File: config.mk
export PLATFORM = sky130hd
export DESIGN_NAME = apb_master_controller_flat
export DESIGN_NICKNAME = d
export VERILOG_FILES = /design/src/rtl/apb_master_controller_if.sv /design/src/rtl/apb_master_controller.sv /design/src/flat_wrapper.sv
export SDC_FILE = /design/constraint.sdc
export NUM_CORES = 1
export LEC_CHECK = 0
export BUFFER_PORTS_ARGS = -buffer_cell sky130_fd_sc_hd__buf_4
export CAP_MARGIN = 5
export CORE_MARGIN = 3
export CORE_UTILIZATION = 46
export CTS_CLUSTER_SIZE = 28
export DETAILED_ROUTE_END_ITERATION = 16
export PLACE_DENSITY = 0.8
export SYNTH_ARGS = -nofsm -noshare
export SYNTH_HDL_FRONTEND = slang
export SYNTH_SLANG_ARGS = --single-unit
File: constraint.sdc
create_clock -name Hclk -period 1.8 [get_ports Hclk]
set_input_delay 0.09 -clock Hclk [delete_from_list [all_inputs] [get_ports Hclk]]
set_output_delay 0.09 -clock Hclk [all_outputs]
set_load 0.02 [all_outputs]
File: src/rtl/apb_master_controller_if.sv
// Bundled request/response and APB signals of the APB master controller.
// The Pready signal exists only when APB_PREADY_EN is defined.
interface apb_master_controller_if #(
  parameter int NSEL = 3
);
  logic            Hvalid;
  logic            Hwrite;
  logic [31:0]     Haddr;
  logic [31:0]     Hwdata;
  logic            Hreadyout;
  logic [31:0]     Hrdata;
  logic            Rvalid;
  logic            Hresp;
  logic [NSEL-1:0] Pselx;
  logic            Penable;
  logic            Pwrite;
  logic [31:0]     Paddr;
  logic [31:0]     Pwdata;
  logic [31:0]     Prdata;
`ifdef APB_PREADY_EN
  logic            Pready;
`endif

  // The controller side drives the response and the APB request signals.
  modport master (
`ifdef APB_PREADY_EN
    input  Pready,
`endif
    input  Hvalid, Hwrite, Haddr, Hwdata, Prdata,
    output Hreadyout, Hrdata, Rvalid, Hresp,
    output Pselx, Penable, Pwrite, Paddr, Pwdata
  );

  modport slave (
`ifdef APB_PREADY_EN
    output Pready,
`endif
    output Hvalid, Hwrite, Haddr, Hwdata, Prdata,
    input  Hreadyout, Hrdata, Rvalid, Hresp,
    input  Pselx, Penable, Pwrite, Paddr, Pwdata
  );
endinterface

File: src/rtl/apb_master_controller.sv
// APB initiator turning a valid/ready request stream into APB SETUP/ACCESS cycles.
// Optional wait-state support (Pready input) is enabled by defining APB_PREADY_EN.
module apb_master_controller #(
  parameter int          NSEL        = 3,
  parameter logic [31:0] BASE_ADDR   = 32'h8000_0000,
  parameter int          REGION_LOG2 = 26
) (
  input logic                    Hclk,
  input logic                    Hresetn,
  apb_master_controller_if.master bus
);

  typedef enum logic [1:0] {IDLE, SETUP, ACCESS, ERR} state_t;

  state_t          state;
  state_t          state_nxt;
  logic            pready;
  logic            complete;
  logic            ready;
  logic            accept;
  logic            hit;
  logic [31:0]     offset;
  logic [31:0]     idx;
  logic [NSEL-1:0] sel_dec;

`ifdef APB_PREADY_EN
  assign pready = bus.Pready;
`else
  assign pready = 1'b1;
`endif

  // Addresses below the window are a miss; the compare stops the subtraction from wrapping into a hit.
  always_comb begin
    offset = bus.Haddr - BASE_ADDR;
    idx    = offset >> REGION_LOG2;
    hit    = (bus.Haddr >= BASE_ADDR) && (idx < 32'(NSEL));
    for (int i = 0; i < NSEL; i++) begin
      sel_dec[i] = (idx == 32'(i));
    end
  end

  always_ff @(posedge Hclk or negedge Hresetn) begin
    if (!Hresetn) state <= IDLE;
    else          state <= state_nxt;
  end

  always_comb begin
    state_nxt = state;
    complete  = 1'b0;
    ready     = 1'b0;
    case (state)
      IDLE:    ready = 1'b1;
      ACCESS: begin
        complete = pready;
        ready    = pready;
      end
      default: ready = 1'b0;
    endcase
    accept = bus.Hvalid & ready;
    // A completing ACCESS behaves like IDLE so back-to-back transfers skip the idle cycle.
    if (ready)                state_nxt = accept ? (hit ? SETUP : ERR) : IDLE;
    else if (state == SETUP)  state_nxt = ACCESS;
    else if (state == ERR)    state_nxt = IDLE;
  end

  assign bus.Hreadyout = ready;

  always_ff @(posedge Hclk or negedge Hresetn) begin
    if (!Hresetn) begin
      bus.Pselx   <= '0;
      bus.Penable <= 1'b0;
      bus.Pwrite  <= 1'b0;
      bus.Paddr   <= '0;
      bus.Pwdata  <= '0;
      bus.Hrdata  <= '0;
      bus.Rvalid  <= 1'b0;
      bus.Hresp   <= 1'b0;
    end else begin
      bus.Rvalid  <= complete & ~bus.Pwrite;
      bus.Hresp   <= accept & ~hit;
      bus.Penable <= (state_nxt == ACCESS);
      if (complete && !bus.Pwrite) bus.Hrdata <= bus.Prdata;
      // The P* request registers double as the latched request, so a miss leaves them untouched.
      if (accept && hit) begin
        bus.Pselx  <= sel_dec;
        bus.Paddr  <= bus.Haddr;
        bus.Pwrite <= bus.Hwrite;
        bus.Pwdata <= bus.Hwdata;
      end else if (complete) begin
        bus.Pselx  <= '0;
      end
    end
  end

endmodule

File: src/flat_wrapper.sv
// flat-port wrapper written by rule: the top's interface ports become plain ports
module apb_master_controller_flat 
#(
  parameter int          NSEL        = 3,
  parameter logic [31:0] BASE_ADDR   = 32'h8000_0000,
  parameter int          REGION_LOG2 = 26
)
  (Hclk, Hresetn, bus_Hvalid, bus_Hwrite, bus_Haddr, bus_Hwdata, bus_Prdata, bus_Hreadyout, bus_Hrdata, bus_Rvalid, bus_Hresp, bus_Pselx, bus_Penable, bus_Pwrite, bus_Paddr, bus_Pwdata);
  apb_master_controller_if #(.NSEL(NSEL)) bus_i ();
  input logic Hclk;
  input logic Hresetn;
  input wire logic [$bits(bus_i.Hvalid)-1:0] bus_Hvalid;
  input wire logic [$bits(bus_i.Hwrite)-1:0] bus_Hwrite;
  input wire logic [$bits(bus_i.Haddr)-1:0] bus_Haddr;
  input wire logic [$bits(bus_i.Hwdata)-1:0] bus_Hwdata;
  input wire logic [$bits(bus_i.Prdata)-1:0] bus_Prdata;
  output wire logic [$bits(bus_i.Hreadyout)-1:0] bus_Hreadyout;
  output wire logic [$bits(bus_i.Hrdata)-1:0] bus_Hrdata;
  output wire logic [$bits(bus_i.Rvalid)-1:0] bus_Rvalid;
  output wire logic [$bits(bus_i.Hresp)-1:0] bus_Hresp;
  output wire logic [$bits(bus_i.Pselx)-1:0] bus_Pselx;
  output wire logic [$bits(bus_i.Penable)-1:0] bus_Penable;
  output wire logic [$bits(bus_i.Pwrite)-1:0] bus_Pwrite;
  output wire logic [$bits(bus_i.Paddr)-1:0] bus_Paddr;
  output wire logic [$bits(bus_i.Pwdata)-1:0] bus_Pwdata;
  assign bus_i.Hvalid = bus_Hvalid;
  assign bus_i.Hwrite = bus_Hwrite;
  assign bus_i.Haddr = bus_Haddr;
  assign bus_i.Hwdata = bus_Hwdata;
  assign bus_i.Prdata = bus_Prdata;
  assign bus_Hreadyout = bus_i.Hreadyout;
  assign bus_Hrdata = bus_i.Hrdata;
  assign bus_Rvalid = bus_i.Rvalid;
  assign bus_Hresp = bus_i.Hresp;
  assign bus_Pselx = bus_i.Pselx;
  assign bus_Penable = bus_i.Penable;
  assign bus_Pwrite = bus_i.Pwrite;
  assign bus_Paddr = bus_i.Paddr;
  assign bus_Pwdata = bus_i.Pwdata;
  apb_master_controller #(.NSEL(NSEL), .BASE_ADDR(BASE_ADDR), .REGION_LOG2(REGION_LOG2)) u_core (.Hclk(Hclk), .Hresetn(Hresetn), .bus(bus_i));
endmodule
# Yosys cells after proc, flatten, opt, wreduce, memory -nomap -nowiden
# Cells that the tools add are included.
# W data, S select, Z words.
# op_classes
order_cmp,2
n_div,0
muxes,9
n_eq_ne,6
n_reduce_logical,8
mul,0
n_bitwise,5
n_addsub,1
shifts,0
# op_table
operator,count
$ge A32 B32 Y1 const B,1
$logic_not A32 Y1,1
$sub A32 B32 Y32 const B,1
$mux W2,5
$eq A2 B2 Y1 const B,3
$eq A6 B1 Y1 const B,1
$eq A6 B2 Y1 const B,1
$lt A6 B2 Y1 const B,1
$mux W3,2
$and A1 B1 Y1,3
$logic_and A1 B1 Y1,3
$eq A2 B1 Y1 const B,1
$logic_not A2 Y1,1
$mux W1,2
$not A1 Y1,2
$reduce_bool A2 Y1,1
$reduce_or A2 Y1,1
$logic_not A1 Y1,1
# totals
mem_count,0
romBits,0
output_inout_bits,104
inputBits,100
wordCells,40
ramBits,0
latch_bits,0
regBits,105

# Depth between registers and ports, before layout
# Gate-level depths: netlist (run 1).
# logic_depth
depth_word,7
ltp_mapped,6
mapped_depth_nobuf,3

# Least setup slack after synthesis (run 1)
# Ideal clock, no wire load.
# synth_timing
path_type,reg-to-reg
from,reg u_core.state[0]
to,reg u_core.bus.Hrdata[10]
path_stages_with_launch,5
t_arrival_ns,1.534
required_time_ns,1.675
setup_ns,0.125
slack_ns,0.142
path_buffers,1
synth_period_minus_slack_ns,1.658
cell_sequence,dfrtp_1 > nand2b_1 > nor2_1 > clkbuf_1 > mux2_2
# synth_via
elab_chain_cells,3
# synth_rtl
item,line_no,rtl
"start, declared",apb_master_controller.sv:15,state_t state;
"start signal, assigned",apb_master_controller.sv:44,else state <= state_nxt;
$eq A2 B2 Y1,apb_master_controller.sv:51,case (state)
$mux W1,apb_master_controller.sv:51,
$logic_and A1 B1 Y1,apb_master_controller.sv:82,if (complete && !bus.Pwrite) bus.Hrdata <= bus.Prdata;
"end signal, assigned",apb_master_controller.sv:82,
"end, declared",apb_master_controller_if.sv:30,"output Hreadyout, Hrdata, Rvalid, Hresp,"
# Every way passes these cells.
# A chain may end at the register's enable or synchronous reset.

# Worst setup path in the final report (run 1)
# layout_timing
from,reg u_core.state[0]
to,reg u_core.bus.Pwdata[6]
# layout_via
elab_chain_cells,5
elab_cells_between_ends,6
classes_between,eq/ne (1); mux (1); bitwise (1); reduce/logical (3)
# layout_rtl
item,line_no,rtl
$eq A2 B2 Y1 or $logic_not A2 Y1 (tied branches),apb_master_controller.sv:51,
$reduce_or A2 Y1 (no line) (*),-,
$mux W1 (*),apb_master_controller.sv:51,
$and A1 B1 Y1 (*),apb_master_controller.sv:59,accept = bus.Hvalid & ready;
$logic_and A1 B1 Y1 (*),apb_master_controller.sv:84,if (accept && hit) begin
"end signal, assigned",apb_master_controller.sv:88,bus.Pwdata <= bus.Hwdata;
"end, declared",apb_master_controller_if.sv:31,"output Pselx, Penable, Pwrite, Paddr, Pwdata"
# Mark *: on every way between the ends. The rest lies on a longest branch, timed or not.

==> results of run 1 <==
[final timing paths]
path | startpoint | endpoint | slack [ps] | depth (start not counted)
setup / recovery | u_core.state[0] | u_core.bus.Pwdata[6] | 180 | 4
hold / removal | bus_Haddr[27] | u_core.bus.Pselx[1] | 40 | 3
setup reg to reg | u_core.state[0] | u_core.bus.Pwdata[6] | 180 | 4
hold reg to reg | u_core.state[1] | u_core.bus.Penable | 470 | 1
max in group asynchronous | Hresetn | u_core.bus.Paddr[18] | 1030 | 3
min in group asynchronous | Hresetn | u_core.bus.Paddr[3] | 320 | 3
[flip-flops by register name, indices dropped and copies added (netlist names)]
signal              flops
u_core.bus.Hrdata      32
u_core.bus.Paddr       32
u_core.bus.Pwdata      32
u_core.bus.Pselx        3
u_core.state            2
u_core.bus.Hresp        1
u_core.bus.Penable      1
u_core.bus.Pwrite       1
u_core.bus.Rvalid       1
[metal layers]
layer	GRT usage, %	part of all wire [%]
met1	25.95	37
met2	39.69	53
met3	5.536	7.3
met4	8.180	2.6
met5	0	0
[power by group through the flow]
| stage | combinational, uW | sequential (uW) | clock (uW) |
|---|---|---|---|
| 4_1_cts | 2520 | 3120 | 1430 |
| 3_3_place_gp | 2310 | 3140 | 0 |
| 2_1_floorplan | 631 | 3720 | 0 |
| 5_1_grt | 2660 | 3190 | 1490 |
| 6_report | 2530 | 3130 | 1380 |
| 3_5_place_dp | 2350 | 3160 | 0 |
[layout by cell type (no fill, tap or decap), drive strengths merged, types with 2 or more instances in the layout]
| cell type | count |
|---|---|
| nor2 | 3 |
| buf | 210 |
| dfrtp | 105 |
| nand2b | 3 |
| nand2 | 2 |
| mux2 | 91 |
| a21oi | 3 |
| and2 | 3 |
| dlygate4sd3 | 92 |
| nor3 | 2 |
| or3 | 2 |
| o21a | 2 |
| inv | 7 |
| clkbuf | 9 |
| clkinv | 2 |
[metrics by stage]
stage,power (uW),utilization [%]
after floorplan,4349,-
after global placement,5447,65.93
after detailed placement,5514,65.93
after CTS,7066,78.56
after global routing,7348,78.56
final,7039,78.56
[area by class of cell]
cell class / instances / share of cell area [%]
Clock buffer: 9 / 1.799
Timing Repair Buffer: 302 / 36.82
Multi-Input combinational cell: 115 / 20.19
Clock inverter: 7 / 0.8906
Sequential cell: 105 / 38.17
Inverter: 3 / 0.1636
Tap cell: 108 / 1.963
[kinds of logic after synthesis]
family          count (synthesis)  share of synthesized area (%)
flops                         105                          63.23
mux                            91                          29.63
buf+inv                        14                          3.583
compound gates                  8                          1.325
simple gates                   16                          2.228
[worst max-delay path, stage by stage, from the launching register on]
cell	delay, ps
dfrtp_1	400
nand2b_1	190
a211o_4	350
buf_4	230
mux2_4	320
[repair_timing]
| item | 4_1_cts | 5_1_grt |
|---|---|---|
| resized for setup | 0 | 0 |
| hold endpoints to repair | 196 | 0 |
| setup buffers | 0 | 0 |
| hold buffers | 92 | 0 |
| endpoints found under the setup margin | 0 | 0 |
==> results.sh, run 1 <==
export IMPL_drv_cap=0
export IMPL_swShare_pct=32.49
export IMPL_antenna_found_initial=0
export IMPL_arrival_ps=1860
export IMPL_grt_pass1_wl_mm=17.59
export IMPL_vias_per_cell=4.787
export IMPL_fin_area_um2=6884
export IMPL_drive_gt1_share_pct=59.15
export IMPL_hpwlAfterDp_mm=6.865
export IMPL_die_y_um=101.0
export IMPL_p_leak_uw=0.003569
export IMPL_rows=34
export IMPL_numCtsBuffers=9
export IMPL_vias=3107
export IMPL_relSlewSlack_pct=62.64
export IMPL_gp_congestion=0.7101
export IMPL_multiInputGateArea_um2=1390
export IMPL_synth_warnings=0
export IMPL_netlist_area_um2=4155
export IMPL_track_usage_pct=22.33
export IMPL_routed_wl_mm=11.43
export IMPL_synth_edf_count=0
export IMPL_yosysSeqAreaShare_pct=63.23
export IMPL_final_nets=636
export IMPL_cts_clk_slew_worst_paths_ps=110
export IMPL_die_width_um=101.0
export IMPL_power_switching_uw=2287
export IMPL_area_growth_syn_to_layout_pct=65.67
export IMPL_synth_seq_cells=105
export IMPL_htreeDepth=3
export IMPL_route_antenna_remaining_nets=0
export IMPL_antennaDiodeCount=0
export IMPL_grt_setup_unrepaired="false"
export IMPL_finalSetupTns_ps=0
export IMPL_fill_cells=493
export IMPL_clockRootBuffer="clkbuf_8"
export IMPL_synth_common_cells="105 x dfrtp_1, 55 x mux2_4, 36 x mux2_2, 5 x buf_12"
export IMPL_peakVddDrop_mv=0.5602
export IMPL_yosysTopAreaCell="dfrtp_1"
export IMPL_path_class="reg -> reg"
export IMPL_regArea_um2=2628
export IMPL_setup_slack_ps=179.8
export IMPL_clockPowerShare_pct=19.6
export IMPL_slew_violations=0
export IMPL_dp_cells=541
export IMPL_fin_worst_skew_ps=12.51
export IMPL_hold_viol=0
export IMPL_clock_path_buffers=2
export IMPL_dp_slack_ps=63.44
export IMPL_clkSinkCount=105
export IMPL_fin_cells=649
export IMPL_dominantRegCellSynth="dfrtp_1"
export IMPL_gr_total_overflow=0
export IMPL_min_period_over_period_pct=90.01
export IMPL_postPlaceCellArea_um2=5778
export IMPL_routedWlPerCell_um=17.62
export IMPL_path_max_fanout=16
export IMPL_synth_area_leaders="dfrtp_1 63%, mux2_4 20%, mux2_2 9.8%"
export IMPL_seqPwrFrac_pct=44.5
export IMPL_status="complete, no violations"
export IMPL_synth_nets=334
export IMPL_drc=0
export IMPL_portBuffers=203
export IMPL_avgSynthCellArea_um2=17.76
export IMPL_synth_top_area_share_pct=63.23
export IMPL_ys_types=20
export IMPL_hold_class="in -> reg"
export IMPL_die_area_um2=10210
export IMPL_grt_pass1_vias=3412
export IMPL_finalSetupViolations=0
export IMPL_grt_max_degree=106
export IMPL_comb_power_share_pct=35.9
export IMPL_async_reset_ff_share_pct=100.0
export IMPL_power_density_nw_per_um2=1022
export IMPL_endpoint_kind="flop"
export IMPL_fmax_ghz=0.6172
export IMPL_worst_slew_pin_slew_ps=560.5
export IMPL_period_minus_slack_ps=1620
export IMPL_core_area_um2=8763
export IMPL_cts_tree="done"
export IMPL_ioPinCount=204
export IMPL_cp_start_kind="flop"
export IMPL_initial_core_util_pct=47.42
export IMPL_worst_hold_slack_ps=41.83
export IMPL_synth_most_common_cell="dfrtp_1"
export IMPL_detail_route_first_pass_iterations=4
export IMPL_p_int_uw=4752
export IMPL_clk_latency_ps=360
export IMPL_drt_iter0_drc=65
export IMPL_critical_path_required_ps=2040
export IMPL_synthCells=234
Power figures use the tool's default switching activity.
==> run 2: changes to the inputs <==
- MAX_ROUTING_LAYER: unset -> met4
==> run 2 against run 1 <==
Effect of this change:
- cell count stayed put
- maximum frequency decreased by 0.30%
- global-route usage increased by 0.75 points
- sequential share of layout area unchanged
- critical path depth unchanged
- highest routed layer unchanged
- register-to-register slack is essentially flat
- flip-flop and latch count stayed put
- clock skew grew 2.0 ps
==> results.sh, run 2 (synthesis results as in run 1) <==
export IMPL_critPathBufInv=1
export IMPL_fin_worst_skew_ps=14.48
export IMPL_final_common_cell="buf_4"
export IMPL_vias_per_cell=4.789
export IMPL_clockRootBuffer="clkbuf_8"
export IMPL_peakVddDrop_mv=0.5595
export IMPL_endpoint_kind="flop"
export IMPL_core_area_um2=8763
export IMPL_gr_total_overflow=0
export IMPL_drt_iter0_drc=71
export IMPL_critical_path_required_ps=2040
export IMPL_clk_latency_ps=360
export IMPL_routed_wl_mm=11.48
export IMPL_drive_gt1_share_pct=59.15
export IMPL_portBuffers=203
export IMPL_clkSinkCount=105
export IMPL_critical_path_slowest_cell="dfrtp_1"
export IMPL_hpwlAfterDp_mm=6.865
export IMPL_die_width_um=101.0
export IMPL_cp_start_kind="flop"
export IMPL_drv_cap=0
export IMPL_vias=3108
export IMPL_period_minus_slack_ps=1625
export IMPL_path_max_fanout=16
export IMPL_cp_slowest_stage_delay_ps=400
export IMPL_power_density_nw_per_um2=1024
export IMPL_dp_slack_ps=63.44
export IMPL_worst_slew_pin_slew_ps=544.7
export IMPL_reg_top3="u_core.bus.Hrdata x32, u_core.bus.Paddr x32, u_core.bus.Pwdata x32"
export IMPL_postCtsHoldBufs=92
export IMPL_utilization_pct=78.56
export IMPL_hold_viol=0
export IMPL_cts_clk_slew_worst_paths_ps=110
export IMPL_hold_class="in -> reg"
export IMPL_route_antenna_remaining_nets=0
export IMPL_finalSetupTns_ps=0
export IMPL_grt_max_degree=106
export IMPL_antenna_found_initial=0
export IMPL_htreeDepth=3
export IMPL_cpLargestDelayFamily="flip-flops"
export IMPL_setup_slack_ps=175.0
export IMPL_numCtsBuffers=9
export IMPL_slew_violations=0
export IMPL_crit_chain="nand2b_1 -> a211o_4 -> buf_4 -> mux2_4"
export IMPL_clock_path_buffers=2
export IMPL_min_period_over_period_pct=90.28
export IMPL_finalSetupViolations=0
export IMPL_fill_cells=493
export IMPL_drc=0
export IMPL_ioPinCount=204
export IMPL_die_area_um2=10210
export IMPL_p_leak_uw=0.003569
export IMPL_detail_route_first_pass_iterations=4
export IMPL_final_cell_mix="207 x buf_4, 105 x dfrtp_1, 92 x dlygate4sd3_1"
export IMPL_grt_setup_unrepaired="false"
export IMPL_arrival_ps=1870
export IMPL_multiInputGateArea_um2=1390
export IMPL_die_y_um=101.0
export IMPL_initial_core_util_pct=47.42
export IMPL_antennaDiodeCount=0
export IMPL_cts_setup_buffers=0
export IMPL_track_usage_pct=23.08
export IMPL_fmax_ghz=0.6154
export IMPL_rows=34
export IMPL_cts_resized=0
export IMPL_grt_pass1_wl_mm=17.64
export IMPL_final_nets=636
export IMPL_area_growth_syn_to_layout_pct=65.67
export IMPL_routedWlPerCell_um=17.68
export IMPL_regArea_um2=2628
export IMPL_grt_pass1_vias=3421
export IMPL_gp_congestion=0.7181
export IMPL_status="complete, no violations"
export IMPL_cts_tree="done"
export IMPL_path_class="reg -> reg"
export IMPL_relSlewSlack_pct=63.69
-- run 2: metrics by stage --
stage               cell area [um2]  hold slack (ps)  power (uW)  instances
CTS                            6884            14.15        7066        649
finish                         6884            38.11        7046        649
detailed placement             5778            202.0        5514        541
global route                   6884            29.28        7352        649
global placement               5778            193.7        5447        541
floorplan                      4155           -205.6        4349        234
-- run 2: power by group --
part	total [uW]	internal, uW	switching, uW
clock network	1380	533	850
logic	2530	1380	1150
registers	3130	2840	294
total	7050	4750	2290
-- run 2: tightest hold or removal path, cell delays in order --
cell	delay, ps
buf_4	110
or3_1	120
a21oi_1	60
-- run 2: per-layer routing --
metal | up-vias | GRT usage [%] | share of wire, %
met1 | 1537 | 27.50 | 39
met3 | 25 | 3.875 | 5.9
met5 | - | - | 0
met4 | 0 | 8.793 | 2.6
met2 | 131 | 39.19 | 53
li1 | 1415 | - | -
-- run 2: worst paths after layout --
path | start | endpoint | slack, ps | cells past startpoint
hold / removal | bus_Haddr[27] | u_core.bus.Pselx[1] | 40 | 3
setup / recovery | u_core.state[0] | u_core.bus.Paddr[24] | 170 | 4
hold reg to reg | u_core.state[1] | u_core.bus.Penable | 470 | 1
min in group asynchronous | Hresetn | u_core.bus.Paddr[3] | 340 | 3
setup reg to reg | u_core.state[0] | u_core.bus.Paddr[24] | 170 | 4
max in group asynchronous | Hresetn | u_core.bus.Hrdata[25] | 1050 | 3
-- run 2: layout make-up --
type                            instances  share of cell area (%)
Sequential cell                       105                   38.17
Clock inverter                          7                  0.8906
Clock buffer                            9                   1.799
Timing Repair Buffer                  302                   36.82
Inverter                                3                  0.1636
Tap cell                              108                   1.963
Multi-Input combinational cell        115                   20.19
==> run 3: changes to the inputs <==
- ABC_AREA: unset -> 1
- CORE_UTILIZATION: 46 -> 45
- PLACE_DENSITY: 0.8 -> 0.79
==> run 3 against run 2 <==
Effect of this change:
- worst hold slack improved by 7.2 ps
- sequential power barely moved
- cell count grew 31%
- critical path type unchanged
- largest cell class unchanged
- largest power group unchanged
==> results.sh, run 3 <==
export IMPL_core_area_um2=8464
export IMPL_met2_usage_pct=45.57
export IMPL_cts_setup_buffers=0
export IMPL_yosysTopAreaCell="dfrtp_1"
export IMPL_netlist_area_um2=4044
export IMPL_drc=0
export IMPL_synth_edf_count=0
export IMPL_antenna_found_initial=0
export IMPL_synth_top_area_share_pct=64.98
export IMPL_cts_tree="done"
export IMPL_drive_gt1_share_pct=31.31
export IMPL_clockRootBuffer="clkbuf_8"
export IMPL_ys_types=16
export IMPL_grt_busiest_layer="met2"
export IMPL_grt_max_degree=60
export IMPL_regArea_um2=2628
export IMPL_track_usage_pct=26.64
export IMPL_met1_usage_pct=31.33
export IMPL_status="complete, no violations"
export IMPL_yosysSeqAreaShare_pct=64.98
export IMPL_die_y_um=100.8
export IMPL_power_total_uw=6979
export IMPL_synth_compound_area_share_pct=0.1238
export IMPL_detail_route_first_pass_iterations=5
export IMPL_vias=3992
export IMPL_ioPinCount=204
export IMPL_cts_clk_slew_worst_paths_ps=100
export IMPL_reg2regPathDepth=6
export IMPL_clock_path_buffers=2
export IMPL_portBuffers=203
export IMPL_critical_path_required_ps=2100
export IMPL_numCtsBuffers=9
export IMPL_grt_setup_unrepaired="false"
export IMPL_yosys_area_share_xor_xnor_pct=0
export IMPL_utilization_pct=79.48
export IMPL_clkSinkCount=105
export IMPL_crit_path_start="u_core.state[0]"
export IMPL_period_minus_slack_ps=1538
export IMPL_drt_iter0_drc=185
export IMPL_route_antenna_remaining_nets=0
export IMPL_die_area_um2=10160
export IMPL_crit_chain="nor2_2 -> nand3_2 -> clkinv_2 -> buf_4 -> nand2_1 -> nand2_1"
export IMPL_synth_seq_cells=105
export IMPL_avgSynthCellArea_um2=9.170
export IMPL_relSlewSlack_pct=70.90
export IMPL_rr_endpoint="u_core.bus.Pwdata[4]"
export IMPL_slew_violations=0
export IMPL_cp_slowest_stage_delay_ps=420
export IMPL_grt_use_met3_pct=6.505
export IMPL_final_common_cell="nand2_1"
export IMPL_setup_slack_ps=262.5
export IMPL_cp_common_cell="nand2_1"
export IMPL_yosys_area_share_adder_pct=0
export IMPL_path_class="reg -> reg"
export IMPL_critical_path_slowest_cell="dfrtp_1"
export IMPL_crit_cells=6
export IMPL_finalSetupViolations=0
export IMPL_min_period_over_period_pct=85.42
export IMPL_die_width_um=100.8
export IMPL_power_density_nw_per_um2=1037
export IMPL_cp_endpoint="u_core.bus.Pwdata[4]"
export IMPL_p_leak_uw=0.003790
export IMPL_critPathBufInv=2
export IMPL_fin_worst_skew_ps=10.87
export IMPL_hpwlAfterDp_mm=7.577
export IMPL_reg_top3="u_core.bus.Hrdata x32, u_core.bus.Paddr x32, u_core.bus.Pwdata x32"
export IMPL_dp_slack_ps=318.6
export IMPL_cp_start_kind="flop"
export IMPL_grt_pass1_vias=4114
export IMPL_path_max_fanout=40
export IMPL_worst_slew_pin_slew_ps=436.5
export IMPL_peakVddDrop_mv=0.7157
export IMPL_gp_congestion=0.7886
export IMPL_synth_nets=541
export IMPL_routedWlPerCell_um=15.29
export IMPL_dp_cells=737
export IMPL_final_nets=836
export IMPL_initial_core_util_pct=47.78
export IMPL_rows=33
export IMPL_synth_area_leaders="dfrtp_1 65%, nand2_1 27%, buf_6 4.5%"
export IMPL_hold_viol=0
export IMPL_clk_latency_ps=350
export IMPL_synth_warnings=0
export IMPL_fin_cells=847
export IMPL_arrival_ps=1840
export IMPL_gr_total_overflow=0
export IMPL_final_cell_mix="286 x nand2_1, 210 x buf_4, 105 x dfrtp_1"
export IMPL_htreeDepth=3
export IMPL_routed_wl_mm=12.95
export IMPL_synthCells=441
export IMPL_grt_pass1_wl_mm=20.34
export IMPL_drv_cap=0
export IMPL_fmax_ghz=0.6504
export IMPL_synth_most_common_cell="nand2_1"
export IMPL_rr_startpoint="u_core.state[0]"
export IMPL_synth_top_family_by_area="simple AND/OR/NAND/NOR gates"
export IMPL_multiInputGateArea_um2=1162
export IMPL_r2r_slack_ps=260
export IMPL_fill_cells=516
export IMPL_hold_class="in -> reg"
export IMPL_yosys_mux_area_fraction_pct=0
export IMPL_endpoint_kind="flop"
export IMPL_dominantRegCellSynth="dfrtp_1"
export IMPL_synth_common_cells="286 x nand2_1, 105 x dfrtp_1, 16 x buf_6, 11 x inv_1, 4 x nor2_1"
export IMPL_async_reset_ff_share_pct=100.0
export IMPL_vias_per_cell=4.713
export IMPL_finalSetupTns_ps=0
export IMPL_cpLargestDelayFamily="simple AND/OR/NAND/NOR gates"
export IMPL_area_growth_syn_to_layout_pct=66.37
export IMPL_synth_simple_gate_area_share_pct=28.62
[run 3: repair_timing]
item | CTS | global route
hold buffers | 93 | 0
gates resized for setup | 0 | 0
endpoints found under the hold margin | 121 | 0
[run 3: layout make-up]
| cell class | count | area share, % |
|---|---|---|
| antenna | 1 | 0.03720 |
| clock buffer | 12 | 2.157 |
| tap | 105 | 1.953 |
| sequential | 105 | 39.06 |
| multi-input combinational | 302 | 17.28 |
| timing repair buffer | 304 | 37.57 |
| inverter | 14 | 0.8183 |
| clock inverter | 4 | 1.134 |
[run 3: logic make-up (layout without fill, tap and decap cells)]
group	count (synthesis)	in the layout
other cells	0	1
simple gates	301	301
flops	105	105
buf+inv	34	334
compound gates	1	1
[run 3: worst min-delay path, stage by stage]
cell     delay, ps
buf_4          120
nand4_1        100
nand2_1         60
[run 3: power by group]
part | total (uW) | internal [uW] | leakage [uW] | switching [uW]
combinational | 2290 | 1040 | 0.00235 | 1250
sequential | 3100 | 2820 | 0.00133 | 282
clock | 1590 | 826 | 0.000107 | 763
[run 3: layer usage]
| layer | part of all wire (%) | vias to the layer above | wire length [um] |
|---|---|---|---|
| li1 | - | 1901 | - |
| met1 | 38 | 1868 | 4984 |
| met2 | 50 | 200 | 6457 |
| met3 | 9.5 | 23 | 1233 |
| met4 | 2.1 | 0 | 272 |
| met5 | 0 | - | 0 |
[run 3: how the worst min path moves through the flow]
stage,startpoint,to,depth (start not counted)
2_1_floorplan,Hresetn,u_core.bus.Hrdata[0],0
3_3_place_gp,Hresetn,u_core.bus.Hrdata[12],1
3_5_place_dp,Hresetn,u_core.bus.Hrdata[12],1
4_1_cts,bus_Haddr[26],u_core.bus.Paddr[26],3
5_1_grt,bus_Haddr[26],u_core.bus.Paddr[26],3
6_report,bus_Haddr[26],u_core.bus.Paddr[26],3
[run 3: through the flow]
stage | instance area [um2] | hold WS [ps]
after global routing | 6725 | 50.55
after CTS | 6725 | 40.99
after floorplan | 4044 | -205.6
final | 6728 | 45.28
after detailed placement | 5573 | 56.25
after global placement | 5573 | 53.14
